File: src/rtl/cfg_bank_writer.sv
// Memory-bank configuration writer: streams bitline rows in over valid/ready and strobes one wordline per row.
// Optional per-row even-parity beat enabled by defining CFG_BANK_PARITY_EN.
module cfg_bank_writer #(
  parameter int NUM_BL   = 72,
  parameter int NUM_WL   = 72,
  parameter int DATA_W   = 8,
  parameter int WL_PULSE = 2
) (
  input  logic              prog_clk,
  input  logic              prog_rst_n,
  input  logic              start,
  input  logic [DATA_W-1:0] cfg_data,
  input  logic              cfg_valid,
  output logic              cfg_ready,
  output logic [0:NUM_BL-1] bl,
  output logic [0:NUM_WL-1] wl,
  output logic              busy,
  output logic              done,
  output logic              err,
  output logic [2:0]        state_dbg
);

  // Handshake: a beat transfers on a rising prog_clk edge where cfg_valid & cfg_ready;
  // cfg_ready is a registered function of state only and never looks at cfg_valid.

  localparam int BEATS = NUM_BL / DATA_W;
`ifdef CFG_BANK_PARITY_EN
  localparam int LAST_BEAT = BEATS;
`else
  localparam int LAST_BEAT = BEATS - 1;
`endif
  localparam int BW = $clog2(BEATS + 2);
  localparam int RW = $clog2(NUM_WL + 1);
  localparam int PW = $clog2(WL_PULSE + 1);

  typedef enum logic [2:0] {
    S_IDLE  = 3'd0,
    S_LOAD  = 3'd1,
    S_PULSE = 3'd2,
    S_HOLD  = 3'd3,
    S_DONE  = 3'd4
  } state_t;

  state_t        state;
  logic [BW-1:0] beat_cnt;
  logic [RW-1:0] row_cnt;
  logic [PW-1:0] pulse_cnt;
  logic          last_beat;
  logic          par_ok;

  assign state_dbg = state;
  assign last_beat = (beat_cnt == BW'(LAST_BEAT));

`ifdef CFG_BANK_PARITY_EN
  logic row_par;
  // All data beats are already in bl when the parity beat arrives.
  assign row_par = ^bl;
  assign par_ok  = !last_beat || (row_par == cfg_data[0]);
`else
  assign par_ok  = 1'b1;
`endif

  always_ff @(posedge prog_clk or negedge prog_rst_n) begin
    if (!prog_rst_n) begin
      state     <= S_IDLE;
      beat_cnt  <= '0;
      row_cnt   <= '0;
      pulse_cnt <= '0;
      bl        <= '0;
      wl        <= '0;
      cfg_ready <= 1'b0;
      busy      <= 1'b0;
      done      <= 1'b0;
      err       <= 1'b0;
    end else begin
      case (state)
        S_IDLE, S_DONE: begin
          if (start) begin
            state     <= S_LOAD;
            bl        <= '0;
            row_cnt   <= '0;
            beat_cnt  <= '0;
            err       <= 1'b0;
            cfg_ready <= 1'b1;
            busy      <= 1'b1;
            done      <= 1'b0;
          end
        end

        S_LOAD: begin
          if (cfg_valid) begin
            for (int k = 0; k < BEATS; k++) begin
              if (beat_cnt == BW'(k)) begin
                for (int j = 0; j < DATA_W; j++) begin
                  bl[k*DATA_W + j] <= cfg_data[j];
                end
              end
            end
            if (last_beat) begin
              beat_cnt  <= '0;
              cfg_ready <= 1'b0;
              if (par_ok) begin
                state     <= S_PULSE;
                pulse_cnt <= '0;
                for (int i = 0; i < NUM_WL; i++) begin
                  wl[i] <= (row_cnt == RW'(i));
                end
              end else begin
                // Bad row: never strobe it, abandon the pass.
                state <= S_DONE;
                err   <= 1'b1;
                busy  <= 1'b0;
                done  <= 1'b1;
              end
            end else begin
              beat_cnt <= beat_cnt + BW'(1);
            end
          end
        end

        S_PULSE: begin
          if (pulse_cnt == PW'(WL_PULSE - 1)) begin
            wl    <= '0;
            state <= S_HOLD;
          end else begin
            pulse_cnt <= pulse_cnt + PW'(1);
          end
        end

        S_HOLD: begin
          row_cnt <= row_cnt + RW'(1);
          if (row_cnt == RW'(NUM_WL - 1)) begin
            state <= S_DONE;
            busy  <= 1'b0;
            done  <= 1'b1;
          end else begin
            state     <= S_LOAD;
            cfg_ready <= 1'b1;
          end
        end

        default: begin
          state     <= S_IDLE;
          wl        <= '0;
          cfg_ready <= 1'b0;
          busy      <= 1'b0;
          done      <= 1'b0;
        end
      endcase
    end
  end

endmodule

File: config.mk
export PLATFORM = sky130hd
export DESIGN_NAME = cfg_bank_writer
export DESIGN_NICKNAME = d
export VERILOG_FILES = /design/src/rtl/cfg_bank_writer.sv
export SDC_FILE = /design/constraint.sdc
export NUM_CORES = 1
export LEC_CHECK = 0
export BUFFER_PORTS_ARGS = -buffer_cell sky130_fd_sc_hd__buf_4
export CAP_MARGIN = 20
export CORE_UTILIZATION = 45
export CTS_BUF_LIST = sky130_fd_sc_hd__clkbuf_2
export DETAILED_ROUTE_END_ITERATION = 10
export PLACE_DENSITY_LB_ADDON = 0.08
export REMOVE_ABC_BUFFERS = 1
export SLEW_MARGIN = 10
export SYNTH_ARGS = -nofsm -noshare
export SYNTH_HDL_FRONTEND = slang
export SYNTH_SLANG_ARGS = --single-unit
File: constraint.sdc
create_clock -name prog_clk -period 2.4 [get_ports prog_clk]
set_input_delay 0.48 -clock prog_clk [delete_from_list [all_inputs] [get_ports prog_clk]]
set_output_delay 0.48 -clock prog_clk [all_outputs]
set_load 0.01 [all_outputs]
## Yosys cells after proc, flatten, opt, wreduce, memory -nomap -nowiden

Index checks and enable logic that the tools add are counted.

| cells by class | value |
|---|---|
| add/sub/neg operators | 3 |
| multipliers | 0 |
| divide/modulo/power cells | 0 |
| magnitude comparators | 0 |
| equality and inequality tests | 99 |
| shift-type cells | 0 |
| muxes and demuxes | 42 |
| bitwise logic cells | 3 |
| reduce and logical (&&, ||, !) cells | 25 |

Operators by type and width:

| kind | count |
|---|---|
| 2-to-1 mux 72 bit | 5 |
| == test 7 x 6 -> 1 bit, second input constant | 32 |
| one-hot mux 72 bit (3 select lines) | 1 |
| one-hot mux 72 bit (2 select lines) | 1 |
| == test 7 x 5 -> 1 bit, second input constant | 16 |
| 2-to-1 mux 8 bit | 9 |
| == test 7 x 4 -> 1 bit, second input constant | 8 |
| == test 7 bit, second input constant | 8 |
| AND reduction 4 bit | 12 |
| inequality test 2 bit, second input constant | 15 |
| == test 7 x 3 -> 1 bit, second input constant | 4 |
| == test 4 x 3 -> 1 bit, second input constant | 4 |
| 2-to-1 mux 3 bit | 5 |
| == test 7 x 2 -> 1 bit, second input constant | 2 |
| one-hot mux 7 bit (2 select lines) | 1 |
| 2-to-1 mux 4 bit | 3 |
| one-hot mux 3 bit (4 select lines) | 1 |
| == test 4 x 2 -> 1 bit, second input constant | 2 |
| one-hot mux 4 bit (2 select lines) | 1 |
| adder 7 x 1 -> 7 bit, second input constant | 1 |
| == test 7 x 1 -> 1 bit, second input constant | 1 |
| zero test 7 bit | 1 |
| 2-to-1 mux 1 bit | 7 |
| 2-to-1 mux 7 bit | 1 |
| other kinds (21) | 31 |

| storage, ports and cells | value |
|---|---|
| flip-flop bits (word level) | 163 |
| latch bits | 0 |
| bits in writable memories | 0 |
| memory bits (read-only) | 0 |
| output and inout port bits | 151 |
| memories kept | 0 |

## Logic depth before layout (Yosys ltp)

Gate-level depths: netlist of the first run.

| logic depth | value |
|---|---|
| depth after elaboration | 4 |
| gate-level depth with buffers | 8 |
| depth with buffers taken out | 6 |

## Least setup slack after synthesis of the first run

OpenSTA, ideal clock, no wires.

| timing path | value |
|---|---|
| kind | reg2reg |
| from | reg state[1] (netlist: state_dbg[1]) |
| to | reg wl[23] (netlist bit) |
| setup time | 0.093 ns |
| arrival | 1.741 ns |
| slack | 0.566 ns |
| stages on the path, launching flop included | 8 |
| path buffers | 4 |
| period minus slack after synthesis | 1.834 ns |
| cells stage by stage | dfrtp_1 -> buf_6 -> or3b_1 -> buf_6 -> buf_6 -> or2_1 -> buf_6 -> o31ai_2 |

| on the way | value |
|---|---|
| cells in the longest elaborated chain, start to end | 4 |

RTL lines:

| element | RTL line | RTL |
|---|---|---|
| start: declaration | 44 | `state_t state;` |
| start signal: assignment | 65 | `state <= S_IDLE;` |
| start signal: assignment | 79 | `state <= S_LOAD;` |
| start signal: assignment | 103 | `state <= S_PULSE;` |
| == test 3 x 2 -> 1 bit, or another cell as far along | 76 | `case (state)` |
| OR reduction 3 bit (no line) | -- |  |
| NOT 1 bit (no line) | -- |  |
| AND reduction 4 bit (no line) | -- |  |
| end signal: indexed assignment | 106 | `wl[i] <= (row_cnt == RW'(i));` |
| end: declaration | 16 | `output logic [0:NUM_WL-1] wl,` |

Several ways; a longest one is shown, not always the timed one.
A chain may end at the register's enable or synchronous reset.

## Worst setup path after layout of the first run

| timing path | value |
|---|---|
| from | reg state[1] (netlist: state_dbg[1]) |
| to | reg wl[33] (netlist bit) |

Same word-level chain as after synthesis.

==> results of run 1 <==
==> final cells by class <==
type | count | area share [%]
Clock inverter | 14 | 1.59
Timing Repair Buffer | 180 | 16.4
Inverter | 7 | 0.303
Tap cell | 188 | 2.71
Multi-Input combinational cell | 371 | 30.9
Sequential cell | 163 | 47.0
Clock buffer | 17 | 0.981
Antenna cell | 1 | 0.0289
==> placed cells by master, fill, tap and decap left out, types with 2 or more instances in the layout <==
| cell | synthesis | routed |
|---|---|---|
| clkinvlp_4 | 0 | 3 |
| clkbuf_2 | 0 | 17 |
| buf_12 | 0 | 5 |
| o31ai_1 | 66 | 66 |
| or3b_2 | 2 | 2 |
| nand2b_1 | 3 | 3 |
| ha_1 | 9 | 9 |
| a21oi_1 | 9 | 9 |
| inv_1 | 7 | 7 |
| or3b_1 | 2 | 2 |
| nor3_1 | 2 | 2 |
| inv_6 | 0 | 2 |
| nor2_1 | 10 | 10 |
| o21ai_0 | 11 | 11 |
| buf_4 | 4 | 172 |
| nor2_4 | 6 | 6 |
| o31ai_2 | 10 | 10 |
| dfrtp_1 | 163 | 163 |
| or2_1 | 3 | 3 |
| o21bai_1 | 2 | 2 |
| a21oi_2 | 4 | 4 |
| mux2_1 | 16 | 16 |
| nand3_1 | 20 | 20 |
| clkinv_2 | 0 | 5 |
| mux2_2 | 56 | 56 |
| and2_1 | 10 | 10 |
| or4_1 | 2 | 2 |
| nand2_1 | 95 | 95 |
| or3_1 | 3 | 3 |
| and3b_1 | 4 | 4 |
| dlygate4sd3_1 | 0 | 2 |
| mux2i_1 | 2 | 2 |
| bufinv_16 | 0 | 2 |
| nand3b_1 | 5 | 5 |
| nor2b_1 | 3 | 3 |
| nor2_2 | 4 | 4 |
==> registers in the layout (all words and copies together), names as in the netlist <==
register   count
bl            72
wl            72
row_cnt        7
beat_cnt       4
state_dbg      3
pulse_cnt      2
busy           1
cfg_ready      1
done           1
==> per-layer routing <==
layer  routed length [um]  GRT usage (%)  vias up  share of wire (%)
met4                  263           9.17        0                1.6
li1                     -              -     2385                  -
met5                    0              0        -                  0
met1                 7210           28.0     2516                 43
met2                 8260           35.6      147                 49
met3                 1120           6.96       26                6.6
==> where the power goes <==
group          total (mW)  internal [mW]  switching [mW]  leakage (nW)
Clock                1.43          0.465           0.962         0.134
Combinational        4.47           2.04            2.44          1.83
Sequential           3.88           3.42           0.462          2.16
==> worst paths after layout <==
path	to	slack (ns)	depth (start not counted)
worst max register to register	wl[33]$_DFFE_PN0P_	0.29	7
worst max-delay path	wl[33]$_DFFE_PN0P_	0.29	7
worst min-delay path	state_dbg[2]$_DFFE_PN0P_	0.09	4
min in group asynchronous	wl[70]$_DFFE_PN0P_	0.29	2
worst min register to register	wl[62]$_DFFE_PN0P_	0.51	2
max in group asynchronous	bl[3]$_DFFE_PN0P_	1.42	3
==> stage by stage <==
step | instance area (um2) | hold WS [ns] | worst slack (ns) | utilization [%] | power [mW]
floorplan | 6780 | 0.184 | -1.51 | - | 6.37
global placement | 8430 | 0.463 | 0.339 | 55.4 | 8.32
detailed placement | 8430 | 0.468 | 0.282 | 55.4 | 8.45
CTS | 8670 | 0.0187 | 0.277 | 57.0 | 9.88
global route | 8670 | 0.0511 | 0.112 | 57.0 | 10.4
finish | 8670 | 0.0942 | 0.291 | 57.0 | 9.78
==> critical path, cell delays in order (launching register included) <==
cell and delay (ns):
dfrtp_1 0.55, or3b_1 0.42, buf_4 0.22, o32ai_4 0.14, buf_12 0.26, buf_12 0.26
nand2_1 0.09, o31ai_1 0.06
==> cells by family after synthesis <==
logic type	after synthesis
simple gates	179
flops	163
compound gates	108
mux	74
buf+inv	50
fa+ha+maj	9
other cells	1
==> out/metrics.yaml, run 1 <==
min_path:
  hold_start: "start"
  min_path_type: "input port to register"
logic_synthesis:
  syn_area_per_cell_um2: 12.0
  synth-simple-area-share_pct: 12.7
  synth_flop_cell: "dfrtp_1"
  ys_seq_elements: 163
  synth-xor-area-share_pct: 0
  post_synth_inst_count: 584
  async_flop_share_pct: 100
  synth_cell_types: 45
  synth_top_area_share_pct: 58.1
  yosysSeqAreaShare_pct: 58.1
  synthesis.area_mm2: 0.00702
  yosysMostFrequentCell: "dfrtp_1"
  synth_fa_ha_area_share_pct: 1.60
  yosys_warnings: 0
  synth-compound-area-share_pct: 11.9
  muxShareOfSynthArea_pct: 11.8
  netlist_top_cells_area: "dfrtp_1 58%, mux2_2 9.0%, o31ai_1 7.1%"
  synth-edff-count: 0
  synth_top_area_cell: "dfrtp_1"
  synth_top_family_by_area: "simple AND/OR/NAND/NOR gates"
  synth_common_cells: "163 x dfrtp_1, 95 x nand2_1, 66 x o31ai_1"
cells_and_area:
  nNetsFinal: 761
  fill_cells: 1354
  final_cells: 941
  syn2layout_area_growth_pct: 23.5
  multiInputGateArea_mm2: 0.00268
  seqCellArea_mm2: 0.00408
  drive_gt1_share_pct: 39.0
floorplanning:
  die_area_mm2: 0.0161
  die_y_um: 127
  coreArea_mm2: 0.0152
  io_pins: 163
  num_rows: 45
  die_w_um: 127
  initial_core_util_pct: 46.2
clock_tree:
  holdBufCountCts: 2
  clk_pin_slew_ns: 0.21
  post_cts_buffers: 0
  clock_sinks: 163
  ctsResizeCount: 0
  clk_path_buf_depth: 2
  clock_latency_ns: 0.72
  cts_tree: "yes"
  cts-root-buf: "clkbuf_2"
  numCtsBuffers: 17
  h-tree-depth: 4
setup_path:
  crit_start: "state_dbg[1]$_DFFE_PN0P_"
  worstPathMaxFanout: 54
  crit_path_start_kind: "register"
  end_kind: "register"
  critPathKind: "register to register"
  required_ns: 3.03
  r2r-start: "state_dbg[1]$_DFFE_PN0P_"
  cp.arrival_ns: 2.74
global_route:
  grt_overflow: 0
  grt_pass1_wl_um: 27200
  grt_max_degree: 68
  grt_pass1_vias: 4970
  antenna_found_initial: 1
  grt.total_usage_pct: 22.2
sta:
  rsz0062_at_grt: "no"
  maxSlewHeadroom_pct: 51.0
  finClkSkew_ns: 0.0274
  tns_ns: 0
  setup_viol: 0
  finalCritPeriodShare_pct: 87.9
  hold_viol: 0
  worstMarginPinSlew_ns: 0.735
  finalCriticalPeriod_ns: 2.11
  final_max_slew_viol_count: 0
  timing.fmax_ghz: 0.474
place:
  port_buffers: 161
  placed_cells: 907
  place.gp.congestion: 0.778
  dp_hpwl_um: 11900
pwr:
  power_density_mw_per_mm2: 1130
  vdd_drop_max_v: 0.000723
  leakage_nw: 4.13
detailed_routing:
  drtPass1Iterations: 4
  wl_um: 16800
  vias: 5074
  ant_nets: 0
  viasPerCell: 5.39
  drc_errors: 0
  drt_iter0_drc: 333
  routedWlPerCell_um: 17.9
outcome:
  outcome: "complete, no violations"
job:
  cap_viol_max_count: 0
Note: power is estimated with default switching activity, not from simulation.
==> inputs of run 2 (changes only) <==
Settings changed: CORE_MARGIN set to 4.
==> run 2 against run 1 <==
Clock-buffer cell count stayed put. Wire length is 3.3% higher. Setup slack better by 0.013 ns. Clock skew is 0.0034 ns lower. Critical endpoint is now wl[68]$_DFFE_PN0P_. Highest routed layer unchanged.
==> out/metrics.yaml, run 2 (synthesis results as in run 1) <==
cells_and_area:
  top_regs: "bl: 72 flops, wl: 72 flops, row_cnt: 7 flops"
  finalCoreUtilization_pct: 57.2
  syn2layout_area_growth_pct: 24.3
  layout_common_cells: "172 x buf_4, 163 x dfrtp_1, 95 x nand2_1"
  final_cells: 965
  nNetsFinal: 762
  diodes: 0
  final_common_cell: "buf_4"
  drive_gt1_share_pct: 39.3
  fin_area_mm2: 0.00873
place:
  preCtsSetupSlack_ns: 0.317
  post_dp_cell_area_mm2: 0.00848
  dp_hpwl_um: 12700
  placed_cells: 931
  place.gp.congestion: 0.813
  port_buffers: 161
sta:
  maxSlewHeadroom_pct: 50.7
  finalCriticalPeriod_ns: 2.10
  finClkSkew_ns: 0.0240
  timing.fmax_ghz: 0.477
  holdWs_ns: 0.0943
  setup_viol: 0
  setup_ws_ns: 0.305
  rsz0062_at_grt: "no"
  finalCritPeriodShare_pct: 87.3
  hold_viol: 0
  final_max_slew_viol_count: 0
  tns_ns: 0
  worstMarginPinSlew_ns: 0.739
setup_path:
  slowest_stage: "dfrtp_1"
  worstPathMaxFanout: 69
  crit_family: "flip-flops"
  end_kind: "register"
  crit_chain: "inv_1 -> ha_1 -> and3b_1 -> o32ai_4 -> buf_12 -> nand2_1 -> o31ai_1"
  crit_path_start_kind: "register"
  cp.arrival_ns: 2.74
  required_ns: 3.04
  critPathKind: "register to register"
  path_buf_inv: 2
  critPathMaxStageDelay_ns: 0.49
floorplanning:
  coreArea_mm2: 0.0153
  die_y_um: 133
  die_w_um: 133
  num_rows: 45
  io_pins: 163
  die_area_mm2: 0.0177
  initial_core_util_pct: 46.0
detailed_routing:
  ant_nets: 0
  routedWlPerCell_um: 18.0
  drt_iter0_drc: 330
  viasPerCell: 5.25
  drc_errors: 0
  wl_um: 17400
  drtPass1Iterations: 7
  vias: 5069
min_path:
  min_path_type: "input port to register"
global_route:
  grt_pass1_vias: 5178
  grt_pass1_wl_um: 28000
  antenna_found_initial: 0
  grt_max_degree: 70
  grt.total_usage_pct: 20.1
  grt_overflow: 0
outcome:
  outcome: "complete, no violations"
clock_tree:
  post_cts_buffers: 0
  numCtsBuffers: 17
  clock_sinks: 163
  cts_tree: "yes"
  cts-root-buf: "clkbuf_2"
  clk_pin_slew_ns: 0.23
  clk_path_buf_depth: 2
  clock_latency_ns: 0.73
  h-tree-depth: 4
pwr:
  finalPower_mw: 9.83
  power_density_mw_per_mm2: 1130
  leakage_nw: 4.14
  vdd_drop_max_v: 0.000703
job:
  cap_viol_max_count: 0
## run 2: final cells by class
| type | count | area, um2 |
|---|---|---|
| tap | 211 | 264 |
| inverter | 7 | 26.3 |
| multi-input combinational | 371 | 2680 |
| clock inverter | 15 | 148 |
| sequential | 163 | 4080 |
| fill | 1342 | 6530 |
| clock buffer | 17 | 85.1 |
| timing repair buffer | 181 | 1440 |
## run 2: per-layer routing
metal,GRT usage (%),share of wire [%],vias up
li1,-,-,2391
met1,25.3,42,2490
met5,0,0,-
met3,7.22,8.0,25
met4,6.29,1.7,0
met2,32.4,49,163
## run 2: final timing paths
kind	start	to	slack, ns	depth (start not counted)
hold reg to reg	wl[42]$_DFFE_PN0P_	wl[42]$_DFFE_PN0P_	0.51	2
hold / removal	start	state_dbg[2]$_DFFE_PN0P_	0.09	4
setup reg to reg	beat_cnt[0]$_DFFE_PN0P_	wl[68]$_DFFE_PN0P_	0.30	7
setup / recovery	beat_cnt[0]$_DFFE_PN0P_	wl[68]$_DFFE_PN0P_	0.30	7
min in group asynchronous	prog_rst_n	wl[54]$_DFFE_PN0P_	0.26	2
max in group asynchronous	prog_rst_n	row_cnt[5]$_DFFE_PN0P_	1.52	3
## run 2: worst reg2reg max path: cells and delay by family, from the launching register on
| kind | cells | cell delay [ns] |
|---|---|---|
| AND/OR/NAND/NOR | 2 | 0.41 |
| AO/OA/AOI/OAI | 2 | 0.44 |
| flip-flops | 1 | 0.49 |
| adder cells (fa/ha/maj) | 1 | 0.24 |
| buffers and inverters | 2 | 0.44 |
## run 2: power by group
part           switching, mW  internal [mW]  total [mW]  leakage [nW]
Sequential             0.457           3.42        3.88          2.16
Combinational           2.46           2.04        4.50          1.85
Clock                   1.05          0.405        1.45         0.134
Total                   3.97           5.87        9.83          4.14
## run 2: repair_timing
| action | 4_1_cts | 5_1_grt |
|---|---|---|
| resized for setup | 0 | 0 |
| hold buffers | 2 | 0 |
| endpoints found under the hold margin | 55 | 0 |
